$ cat src/rtl/prog_loader.sv
// Serial program loader: packs synchronised sdi bits (MSB first) into bytes and writes them to
// sequential program addresses while holding the CPU in reset. Optional checksum: PROG_LOADER_CHECKSUM_EN.
module prog_loader #(
  parameter int ADDR_W      = 12,
  parameter int DATA_W      = 8,
  parameter int SYNC_STAGES = 2
) (
  input  logic              clk_i,
  input  logic              rst_n_i,
  input  logic              ld_en_i,
  input  logic              sck_i,
  input  logic              sdi_i,
  output logic              wr_en_o,
  output logic [ADDR_W-1:0] wr_addr_o,
  output logic [DATA_W-1:0] wr_data_o,
  output logic              cpu_hold_o,
  output logic              done_o,
  output logic              ovf_o,
  output logic [7:0]        csum_o
);

  localparam int CNT_W = $clog2(DATA_W + 1);
  localparam logic [CNT_W-1:0] LAST_BIT = CNT_W'(DATA_W - 1);

  typedef enum logic [1:0] {
    S_IDLE,
    S_LOAD,
    S_WRITE,
    S_FINISH
  } state_t;

  state_t                 state_q;
  logic [SYNC_STAGES-1:0] ld_sync_q;
  logic [SYNC_STAGES-1:0] sck_sync_q;
  logic [SYNC_STAGES-1:0] sdi_sync_q;
  logic                   sck_prev_q;
  logic [CNT_W-1:0]       bitcnt_q;
  logic [DATA_W-1:0]      shift_q;
  logic [ADDR_W-1:0]      addr_q;
  logic                   wr_en_q;
  logic [ADDR_W-1:0]      wr_addr_q;
  logic [DATA_W-1:0]      wr_data_q;
  logic                   cpu_hold_q;
  logic                   done_q;
  logic                   ovf_q;

  logic                   ld_s;
  logic                   sck_s;
  logic                   sdi_s;
  logic                   sck_rise;
  logic [DATA_W-1:0]      byte_d;
  logic [ADDR_W-1:0]      addr_d;
  logic [CNT_W-1:0]       bitcnt_d;

  // Pin synchronisers; the previous synced sck value turns level into rise detection
  always_ff @(posedge clk_i) begin
    if (!rst_n_i) begin
      ld_sync_q  <= '0;
      sck_sync_q <= '0;
      sdi_sync_q <= '0;
      sck_prev_q <= 1'b0;
    end else begin
      ld_sync_q  <= {ld_sync_q[SYNC_STAGES-2:0], ld_en_i};
      sck_sync_q <= {sck_sync_q[SYNC_STAGES-2:0], sck_i};
      sdi_sync_q <= {sdi_sync_q[SYNC_STAGES-2:0], sdi_i};
      sck_prev_q <= sck_sync_q[SYNC_STAGES-1];
    end
  end

  assign ld_s     = ld_sync_q[SYNC_STAGES-1];
  assign sck_s    = sck_sync_q[SYNC_STAGES-1];
  assign sdi_s    = sdi_sync_q[SYNC_STAGES-1];
  assign sck_rise = sck_s & ~sck_prev_q;

  assign byte_d   = {shift_q[DATA_W-2:0], sdi_s};
  assign addr_d   = addr_q + ADDR_W'(1);
  assign bitcnt_d = bitcnt_q + CNT_W'(1);

  // Session FSM; every output is registered and changes only on state transitions
  always_ff @(posedge clk_i) begin
    if (!rst_n_i) begin
      state_q    <= S_IDLE;
      bitcnt_q   <= '0;
      shift_q    <= '0;
      addr_q     <= '0;
      wr_en_q    <= 1'b0;
      wr_addr_q  <= '0;
      wr_data_q  <= '0;
      cpu_hold_q <= 1'b0;
      done_q     <= 1'b0;
      ovf_q      <= 1'b0;
    end else begin
      wr_en_q <= 1'b0;
      done_q  <= 1'b0;
      case (state_q)
        S_IDLE: begin
          if (ld_s) begin
            state_q    <= S_LOAD;
            cpu_hold_q <= 1'b1;
            addr_q     <= '0;
            bitcnt_q   <= '0;
            shift_q    <= '0;
            ovf_q      <= 1'b0;
          end
        end
        S_LOAD: begin
          // A completing byte wins over a closing session so the last byte is never lost
          if (sck_rise && bitcnt_q == LAST_BIT) begin
            shift_q   <= byte_d;
            bitcnt_q  <= bitcnt_d;
            state_q   <= S_WRITE;
            wr_en_q   <= 1'b1;
            wr_addr_q <= addr_q;
            wr_data_q <= byte_d;
          end else begin
            if (sck_rise) begin
              shift_q  <= byte_d;
              bitcnt_q <= bitcnt_d;
            end
            if (!ld_s) begin
              state_q <= S_FINISH;
              done_q  <= 1'b1;
            end
          end
        end
        S_WRITE: begin
          addr_q   <= addr_d;
          bitcnt_q <= '0;
          if (addr_q == '1) begin
            ovf_q <= 1'b1;
          end
          if (ld_s) begin
            state_q <= S_LOAD;
          end else begin
            state_q <= S_FINISH;
            done_q  <= 1'b1;
          end
        end
        S_FINISH: begin
          state_q    <= S_IDLE;
          cpu_hold_q <= 1'b0;
        end
        default: begin
          state_q    <= S_IDLE;
          cpu_hold_q <= 1'b0;
        end
      endcase
    end
  end

  assign wr_en_o    = wr_en_q;
  assign wr_addr_o  = wr_addr_q;
  assign wr_data_o  = wr_data_q;
  assign cpu_hold_o = cpu_hold_q;
  assign done_o     = done_q;
  assign ovf_o      = ovf_q;

`ifdef PROG_LOADER_CHECKSUM_EN
  logic [7:0] csum_q;

  // Accumulates the byte on the write strobe, so the sum is visible the cycle after WRITE
  always_ff @(posedge clk_i) begin
    if (!rst_n_i) begin
      csum_q <= 8'h00;
    end else if (state_q == S_IDLE && ld_s) begin
      csum_q <= 8'h00;
    end else if (state_q == S_WRITE) begin
      csum_q <= csum_q + 8'(wr_data_q);
    end
  end

  assign csum_o = csum_q;
`else
  assign csum_o = 8'h00;
`endif

endmodule

$ cat config.mk
export PLATFORM = sky130hd
export DESIGN_NAME = prog_loader
export DESIGN_NICKNAME = d
export VERILOG_FILES = /design/src/rtl/prog_loader.sv
export SDC_FILE = /design/constraint.sdc
export NUM_CORES = 1
export LEC_CHECK = 0
export CAP_MARGIN = 30
export CORE_UTILIZATION = 25
export CTS_CLUSTER_DIAMETER = 100
export DETAILED_ROUTE_END_ITERATION = 16
export SLEW_MARGIN = 20
export SYNTH_ARGS = -nofsm -noshare
export SYNTH_HDL_FRONTEND = slang
export SYNTH_SLANG_ARGS = --single-unit
$ cat constraint.sdc
create_clock -name clk_i -period 5.31 [get_ports clk_i]
set_input_delay 1.062 -clock clk_i [delete_from_list [all_inputs] [get_ports clk_i]]
set_output_delay 1.062 -clock clk_i [all_outputs]
set_load 0.02 [all_outputs]
==> impl_metrics.ini, run 1 <==
[run_status]
outcome = complete, but fails checks
violations = DRC

[placement]
port_buffers = 28
gp_congestion = 0.785
dp_hpwl_mm = 3.16
place_ws_ns = 2.06

[cts]
cts.sinks = 56
clk_latency_ns = 0.31
cts-htree-levels = 2
cts.clk_slew.worst_paths_ns = 0.11
cts_tree = done
ctsRootBufferMaster = clkbuf_8
cts_setup_buffers = 0
cts.hold.buffers_added = 0
numCtsBuffers = 5
postCtsResizedCells = 0
cts_buffer_depth = 2

[power]
irDropWorstVdd_uv = 103
comb_power_share_pct = 15.9
switching_power_w = 0.000231
p_int_w = 0.000566
leakagePower_nw = 0.921
powerDensity_nw_per_um2 = 293
seqPwrFrac_pct = 54.8
p_clk_share_pct = 29.3
p_sw_share_pct = 29.0

[synthesis]
synth_xor_area_share_pct = 3.43
synth-simple-area-share_pct = 24.0
async_flop_share_pct = 0
synth_compound_area_share_pct = 13.3
synth_top_family_by_area = simple AND/OR/NAND/NOR gates
yosys_most_used_dff = dfxtp_1
seq_area_frac_synth_pct = 48.7
synth-adder-area-share_pct = 3.81
synth_cells = 259
synthMuxAreaShare_pct = 0.870
synth_area_sq_um = 2300
ys_seq_elements = 56
synth_edf_count = 0
synthDistinctLibCells = 39
ys_warn_count = 0
avgSynthCellArea_sq_um = 8.88

[drt]
wirelength_mm = 4.51
num_vias = 1773
dr.pass1.iters = 10
via_per_inst = 4.53
drc_errors = 4
drt_iter0_markers = 63
post_drt_wl_per_cell_um = 11.5
ant_nets = 0

[global_routing]
grt_most_used_layer = met2
grt_pass1_wl_mm = 7.67
antenna_found_initial = 0
met3_usage_pct = 2.79
met2_usage_pct = 15.9
grt_max_degree = 31
use_met1_pct = 12.5
grt_pass1_vias = 1618
gr-total-overflow = 0
grt_use_total_pct = 9.93

[critical_path]
worstPathArrival_ns = 3.10
crit_buf_inv = 2
critPathLaunchType = input pin
cp_data_required_time_ns = 5.52
critical-path-slowest-cell = inv_1
timing.critical_path.cells = clkdlybuf4s50_1, inv_1, nor2_1, a22o_1
cp_max_fo = 30
slowest_delay_ns = 0.80
crit_type = input pin to flop
crit_path_end_kind = flop
crit_family = buffers and inverters

[timing]
tightest_slew_ns = 0.948
rsz0062_at_grt = no
clock_skew_ns = 0.0208
maxSlewHeadroom_pct = 36.7
fin_setup_tns_ns = 0
drv_slew = 0
fmax_ghz = 0.346
final.setup.worst_slack_ns = 2.42
setup_viol = 0
fin_crit_ns = 2.89
period_share_pct = 54.5
hold_violations = 0

[floorplan]
core_region_area_sq_um = 8810
fp.dieH_um = 97.9
die_x_um = 97.9
dieArea_sq_um = 9590
start_util_pct = 26.1
core.rowCount = 34
ios = 37

[finish]
synthToLayoutAreaGrowth_pct = 18.2
antenna_cells = 0
fillCellCount = 922
num-nets-final = 294
drive_gt1_share_pct = 3.89

[worst_hold_path]
worstHoldPathType = flop to flop

[job]
maxCapViolCount = 0
-- flip-flops by register name (all words and copies together) (netlist names) --
signal	cells
addr_q	12
bitcnt_q	4
cpu_hold_o	1
done_o	1
ld_sync_q	2
ovf_o	1
sck_prev_q	1
sck_sync_q	2
sdi_sync_q	2
shift_q	7
state_q	2
wr_addr_o	12
wr_data_o	8
wr_en_o	1
-- final cells by class --
cell class	count	area [sq um]	area share, %
Timing Repair Buffer	29	288	10.6
Sequential cell	56	1120	41.2
Multi-Input combinational cell	186	1070	39.5
Clock buffer	6	72.6	2.67
Clock inverter	2	13.8	0.506
Inverter	4	15.0	0.552
Tap cell	108	135	4.97
-- power groups by stage --
stage	Clock (W)	Combinational (W)	Sequential, W
6_report	0.000234	0.000126	0.000437
2_1_floorplan	0	0.000101	0.000446
5_1_grt	0.000260	0.000139	0.000438
3_3_place_gp	0	0.000123	0.000446
3_5_place_dp	0	0.000125	0.000446
4_1_cts	0.000244	0.000126	0.000437
-- through the flow --
stage	hold WS (ns)	total power, W	util [%]	cell area [sq um]	instances
after floorplan	0.412	0.000547	-	2330	266
after global placement	0.418	0.000569	29.9	2630	383
after detailed placement	0.426	0.000572	29.9	2630	383
after CTS	0.453	0.000807	30.9	2720	391
after global routing	0.463	0.000837	30.9	2720	391
final	0.448	0.000797	30.9	2720	391
-- worst reg2reg max path: stages (launching register included) --
cell,delay [ns]
dfxtp_1,0.38
inv_1,0.14
ha_1,0.40
nand3_1,0.67
nand2_1,0.24
a21oi_1,0.08
-- layout by cell type (no fill, tap or decap), types with 2 or more instances in the layout --
cell type,count
nor3_1,2
nor4_1,5
ha_1,7
dfxtp_1,56
nand2_1,48
nor4b_1,3
a2111oi_0,2
clkbuf_8,5
nor3b_2,2
xnor2_1,9
nor2b_1,3
nand3_1,5
and3_1,2
a22o_1,7
a22oi_1,2
mux2i_1,2
nand4_1,3
o21ai_0,2
o21ai_1,3
a32oi_1,2
conb_1,8
nand2b_1,4
nor2_1,21
a21oi_1,26
or3_1,2
clkdlybuf4s50_1,28
inv_1,4
and2_1,8
-- worst paths after layout --
kind,startpoint,end,slack [ns],depth (start not counted)
hold reg to reg,ld_sync_q[0]$_SDFF_PN0_,ld_sync_q[1]$_SDFF_PN0_,0.45,1
setup / recovery,rst_n_i,shift_q[5]$_SDFFE_PN0P_,2.42,4
setup reg to reg,state_q[1]$_SDFFE_PN0P_,wr_addr_o[5]$_SDFFE_PN0P_,3.23,5
hold / removal,ld_sync_q[0]$_SDFF_PN0_,ld_sync_q[1]$_SDFF_PN0_,0.45,1
-- cells by family (layout without fill, tap and decap cells) --
group,Yosys count,after routing
AND/OR/NAND/NOR,111,111
multiplexers,2,2
adder cells (fa/ha/maj),7,7
flip-flops,56,56
other,1,8
AO/OA/AOI/OAI,49,49
XOR/XNOR,9,9
buffers and inverters,24,41
-- routing by layer --
| metal | wire [um] | vias to the layer above |
|---|---|---|
| met5 | 0 | - |
| met4 | 52 | 0 |
| met3 | 242 | 4 |
| met2 | 2090 | 44 |
| met1 | 2120 | 814 |
| li1 | - | 911 |
-- synth_stat cells, types with 4 or more instances --
cell	n	area, sq um
dfxtp_1	56	1120
nand2_1	48	180
a21oi_1	26	130
nor2_1	21	78.8
xnor2_1	9	78.8
and2_1	8	50.1
buf_4	8	60.1
a22o_1	7	61.3
clkbuf_1	7	26.3
ha_1	7	87.6
nand3_1	5	25.0
nor4_1	5	31.3
inv_1	4	15.0
nand2b_1	4	25.0
(Power assumes the default switching activity.)
==> run 2: changes to the inputs <==
clock period = 2.35 ns   (was 5.31 ns; I/O delays follow)
==> run 2 against run 1 <==
Against the previous run:
- the flow still finishes with violations (DRC)
- wire length shrank 3.9%
- via count down 0.73%
- cell area is 0.92% higher
- power rose by 120%
- first-iteration DRC count fell by 24%
- critical path type is now flop to flop
- highest routed layer unchanged
==> impl_metrics.ini, run 2 (same netlist as run 1, synthesis figures left out) <==
[drt]
via_per_inst = 4.47
ant_nets = 0
post_drt_wl_per_cell_um = 11.0
drt_iter0_markers = 48
wirelength_mm = 4.33
dr.pass1.iters = 10
num_vias = 1760
drc_errors = 4

[finish]
multiInputGateArea_sq_um = 1070
num-nets-final = 298
fillCellCount = 956
antenna_cells = 0
final_cell_mix = dfxtp_1 (56), nand2_1 (48), clkdlybuf4s50_1 (28), a21oi_1 (26), nor2_1 (21)
seq_area_sq_um = 1120
drive_gt1_share_pct = 5.24
final_common_cell = dfxtp_1
synthToLayoutAreaGrowth_pct = 19.3
finish.instance_area_sq_um = 2750

[critical_path]
critPathLaunchType = flop
worstPathArrival_ns = 2.12
crit_start = state_q[1]$_SDFFE_PN0P_
r2r-end = bitcnt_q[2]$_SDFFE_PN0P_
timing.rr.start = state_q[1]$_SDFFE_PN0P_
cp_data_required_time_ns = 2.54
crit_type = flop to flop
cp_max_fo = 7
crit_path_end_kind = flop
ff2ff_setup_slack_ns = 0.42
crit_end = bitcnt_q[2]$_SDFFE_PN0P_
reg2reg_depth = 6

[placement]
place_ws_ns = 0.405
gp_congestion = 0.776
dpl_cell_area_sq_um = 2660
dp_hpwl_mm = 3.10
port_buffers = 28

[floorplan]
die_x_um = 97.9
ios = 37
core.rowCount = 34
dieArea_sq_um = 9590
core_region_area_sq_um = 8810
start_util_pct = 26.1
fp.dieH_um = 97.9

[global_routing]
grt_pass1_wl_mm = 7.43
grt_max_degree = 22
grt_use_total_pct = 9.50
gr-total-overflow = 0
antenna_found_initial = 0
grt_pass1_vias = 1609

[cts]
cts-htree-levels = 2
postCtsResizedCells = 0
ctsRootBufferMaster = clkbuf_8
cts_setup_buffers = 0
clk_latency_ns = 0.30
numCtsBuffers = 5
cts.hold.buffers_added = 0
cts.clk_slew.worst_paths_ns = 0.09
cts_tree = done
cts_buffer_depth = 2
cts.sinks = 56

[timing]
maxSlewHeadroom_pct = 50.2
period_share_pct = 82.1
drv_slew = 0
tightest_slew_ns = 0.742
fmax_ghz = 0.518
setup_viol = 0
final.setup.worst_slack_ns = 0.421
clock_skew_ns = 0.00572
fin_crit_ns = 1.93
hold_violations = 0
fin_setup_tns_ns = 0
rsz0062_at_grt = no

[power]
powerDensity_nw_per_um2 = 646
leakagePower_nw = 0.934
irDropWorstVdd_uv = 262
finalPower_w = 0.00177

[run_status]
outcome = complete, but fails checks
violations = DRC

[job]
maxCapViolCount = 0

[worst_hold_path]
worstHoldPathType = flop to flop
[run 2: changes by cell type in the layout (fill, tap and decap cells not counted)]
cell        change
clkinvlp_4      +1
buf_4           +4
clkbuf_1        -1
inv_6           -1
[run 2: how the worst min path moves through the flow]
| stage | cells after the start | to | startpoint |
|---|---|---|---|
| after global placement | 1 | sdi_sync_q[1]$_SDFF_PN0_ | sdi_sync_q[0]$_SDFF_PN0_ |
| after global routing | 1 | ld_sync_q[1]$_SDFF_PN0_ | ld_sync_q[0]$_SDFF_PN0_ |
| final | 1 | sdi_sync_q[1]$_SDFF_PN0_ | sdi_sync_q[0]$_SDFF_PN0_ |
| after detailed placement | 1 | sdi_sync_q[1]$_SDFF_PN0_ | sdi_sync_q[0]$_SDFF_PN0_ |
| after floorplan | 1 | ld_sync_q[1]$_SDFF_PN0_ | ld_sync_q[0]$_SDFF_PN0_ |
| after CTS | 1 | sdi_sync_q[1]$_SDFF_PN0_ | sdi_sync_q[0]$_SDFF_PN0_ |
[run 2: area by class of cell]
type	count	area share (%)
Inverter	4	0.547
Clock inverter	2	0.456
Sequential cell	56	40.8
Clock buffer	5	2.51
Tap cell	108	4.92
Timing Repair Buffer	33	11.6
Multi-Input combinational cell	186	39.2
[run 2: critical path: stages, from the launching register on]
cell	delay, ns
dfxtp_1	0.43
inv_1	0.12
ha_1	0.28
nor2b_1	0.22
a2111oi_0	0.53
xnor2_1	0.19
nor2_1	0.05
[run 2: per-stage QoR]
| step | hold WS [ns] | std cells | utilization (%) |
|---|---|---|---|
| after floorplan | 0.412 | 266 | - |
| after global placement | 0.417 | 387 | 30.3 |
| after detailed placement | 0.418 | 387 | 30.3 |
| after CTS | 0.441 | 394 | 31.2 |
| after global routing | 0.459 | 394 | 31.2 |
| final | 0.438 | 394 | 31.2 |
[run 2: report_power, final]
| part | internal, W | switching, W |
|---|---|---|
| Sequential | 0.000968 | 0.0000176 |
| Clock | 0.000203 | 0.000295 |
| Combinational | 0.0000993 | 0.000192 |
| Total | 0.00127 | 0.000504 |
[run 2: routing by layer]
metal	wire, um	up-vias	share of wire, %	global-route usage (%)
met5	0	-	0	0
met4	68	0	1.6	3.85
met3	168	5	3.9	2.43
met2	1960	31	45	15.0
met1	2140	802	49	12.4
li1	-	922	-	-
==> run 3: changes to the inputs <==
clock period = 1.87 ns   (was 2.35 ns; I/O delays follow)
==> run 3 against run 2 <==
Against the previous run:
- the flow still finishes with violations (DRC)
- largest cell class unchanged
- register-to-register slack worse by 0.26 ns
- via count rose by 3.2%
- sequential share of layout area shrank 1.4 points
- clock skew is 0.0024 ns lower
- clock-buffer cell count did not move
- wire length is 5.5% higher
- global-route usage increased by 0.85 points
- critical path depth up 1
- clock power rose by 25%
- core utilization up 1.1 points
==> impl_metrics.ini, run 3 (same netlist as run 1, synthesis figures left out) <==
[global_routing]
grt_pass1_vias = 1728
grt_pass1_wl_mm = 7.99
grt_max_degree = 22
antenna_found_initial = 0
grt_use_total_pct = 10.3
gr-total-overflow = 0

[drt]
drc_errors = 4
wirelength_mm = 4.57
dr.pass1.iters = 10
num_vias = 1817
drt_iter0_markers = 92
via_per_inst = 4.53
post_drt_wl_per_cell_um = 11.4
ant_nets = 0

[worst_hold_path]
holdCritStartpoint = sck_sync_q[0]$_SDFF_PN0_
worstHoldPathType = flop to flop

[critical_path]
crit_start = state_q[1]$_SDFFE_PN0P_
crit_buf_inv = 2
worstPathArrival_ns = 1.91
cp_max_fo = 15
crit_type = flop to flop
crit_family = simple AND/OR/NAND/NOR gates
crit_path_end_kind = flop
cp_data_required_time_ns = 2.07
critical-path-slowest-cell = nor4b_1
critPathLaunchType = flop
timing.critical_path.cells = inv_1, ha_2, mux2i_1, buf_12, nor4b_1, xnor2_1, nor2_1
slowest_delay_ns = 0.36
timing.rr.start = state_q[1]$_SDFFE_PN0P_

[floorplan]
start_util_pct = 26.1
die_x_um = 97.9
ios = 37
core_region_area_sq_um = 8810
dieArea_sq_um = 9590
fp.dieH_um = 97.9
core.rowCount = 34

[cts]
ctsRootBufferMaster = clkbuf_8
postCtsResizedCells = 0
cts.clk_slew.worst_paths_ns = 0.09
cts.hold.buffers_added = 0
cts_setup_buffers = 0
cts_tree = done
numCtsBuffers = 5
clk_latency_ns = 0.30
cts_buffer_depth = 2
cts-htree-levels = 2
cts.sinks = 56

[placement]
dp_hpwl_mm = 3.28
port_buffers = 28
gp_congestion = 0.787

[timing]
setup_viol = 0
period_share_pct = 91.1
fmax_ghz = 0.587
tightest_slew_ns = 0.498
fin_crit_ns = 1.70
maxSlewHeadroom_pct = 65.9
rsz0062_at_grt = no
fin_setup_tns_ns = 0
holdWs_ns = 0.440
clock_skew_ns = 0.00335
hold_violations = 0
drv_slew = 0

[finish]
fillCellCount = 907
synthToLayoutAreaGrowth_pct = 23.5
antenna_cells = 0
final_cell_mix = dfxtp_1 (56), nand2_1 (48), clkdlybuf4s50_1 (28), a21oi_1 (26), nor2_1 (21)
drive_gt1_share_pct = 8.87
multiInputGateArea_sq_um = 1090
seq_area_sq_um = 1120
num-nets-final = 305
final_common_cell = dfxtp_1

[run_status]
violations = DRC
outcome = complete, but fails checks

[power]
leakagePower_nw = 0.977
powerDensity_nw_per_um2 = 805
irDropWorstVdd_uv = 260

[job]
maxCapViolCount = 0
## run 3: worst paths after layout
path                                                 end  slack, ns  cells after the start
worst max-delay path              addr_q[8]$_SDFFE_PN0P_       0.17                      7
worst min-delay path            sck_sync_q[1]$_SDFF_PN0_       0.44                      1
worst max register to register    addr_q[8]$_SDFFE_PN0P_       0.17                      7
worst min register to register  sck_sync_q[1]$_SDFF_PN0_       0.44                      1
## run 3: layout make-up
cell class                 count  area share, %
multi-input combinational    186           38.5
sequential                    56           39.5
clock inverter                 2          0.440
clock buffer                   5           2.42
tap                          108           4.76
timing repair buffer          40           13.9
inverter                       4          0.528
## run 3: stage by stage
step	total power (W)	utilization [%]	instances	instance area, sq um	worst slack [ns]
final	0.00229	32.3	401	2840	0.166
after global placement	0.00167	31.1	394	2740	0.138
after floorplan	0.00155	-	266	2330	0.180
after global routing	0.00243	32.3	401	2840	0.0536
after detailed placement	0.00168	31.1	394	2740	0.107
after CTS	0.00231	32.1	401	2820	0.0862
## run 3: power by group
group	switching (W)	internal [W]	leakage, nW
Clock	0.000369	0.000254	0.0400
Sequential	0.0000126	0.00122	0.453
Combinational	0.000264	0.000172	0.484
Total	0.000645	0.00164	0.977
## run 3: routing by layer
| metal | GRT usage, % | up-vias | part of all wire, % | wire length [um] |
|---|---|---|---|---|
| met3 | 2.86 | 4 | 4.4 | 199 |
| met1 | 12.7 | 844 | 47 | 2170 |
| met5 | 0 | - | 0 | 0 |
| met2 | 17.3 | 35 | 47 | 2150 |
| li1 | - | 934 | - | - |
| met4 | 3.85 | 0 | 1.2 | 55 |
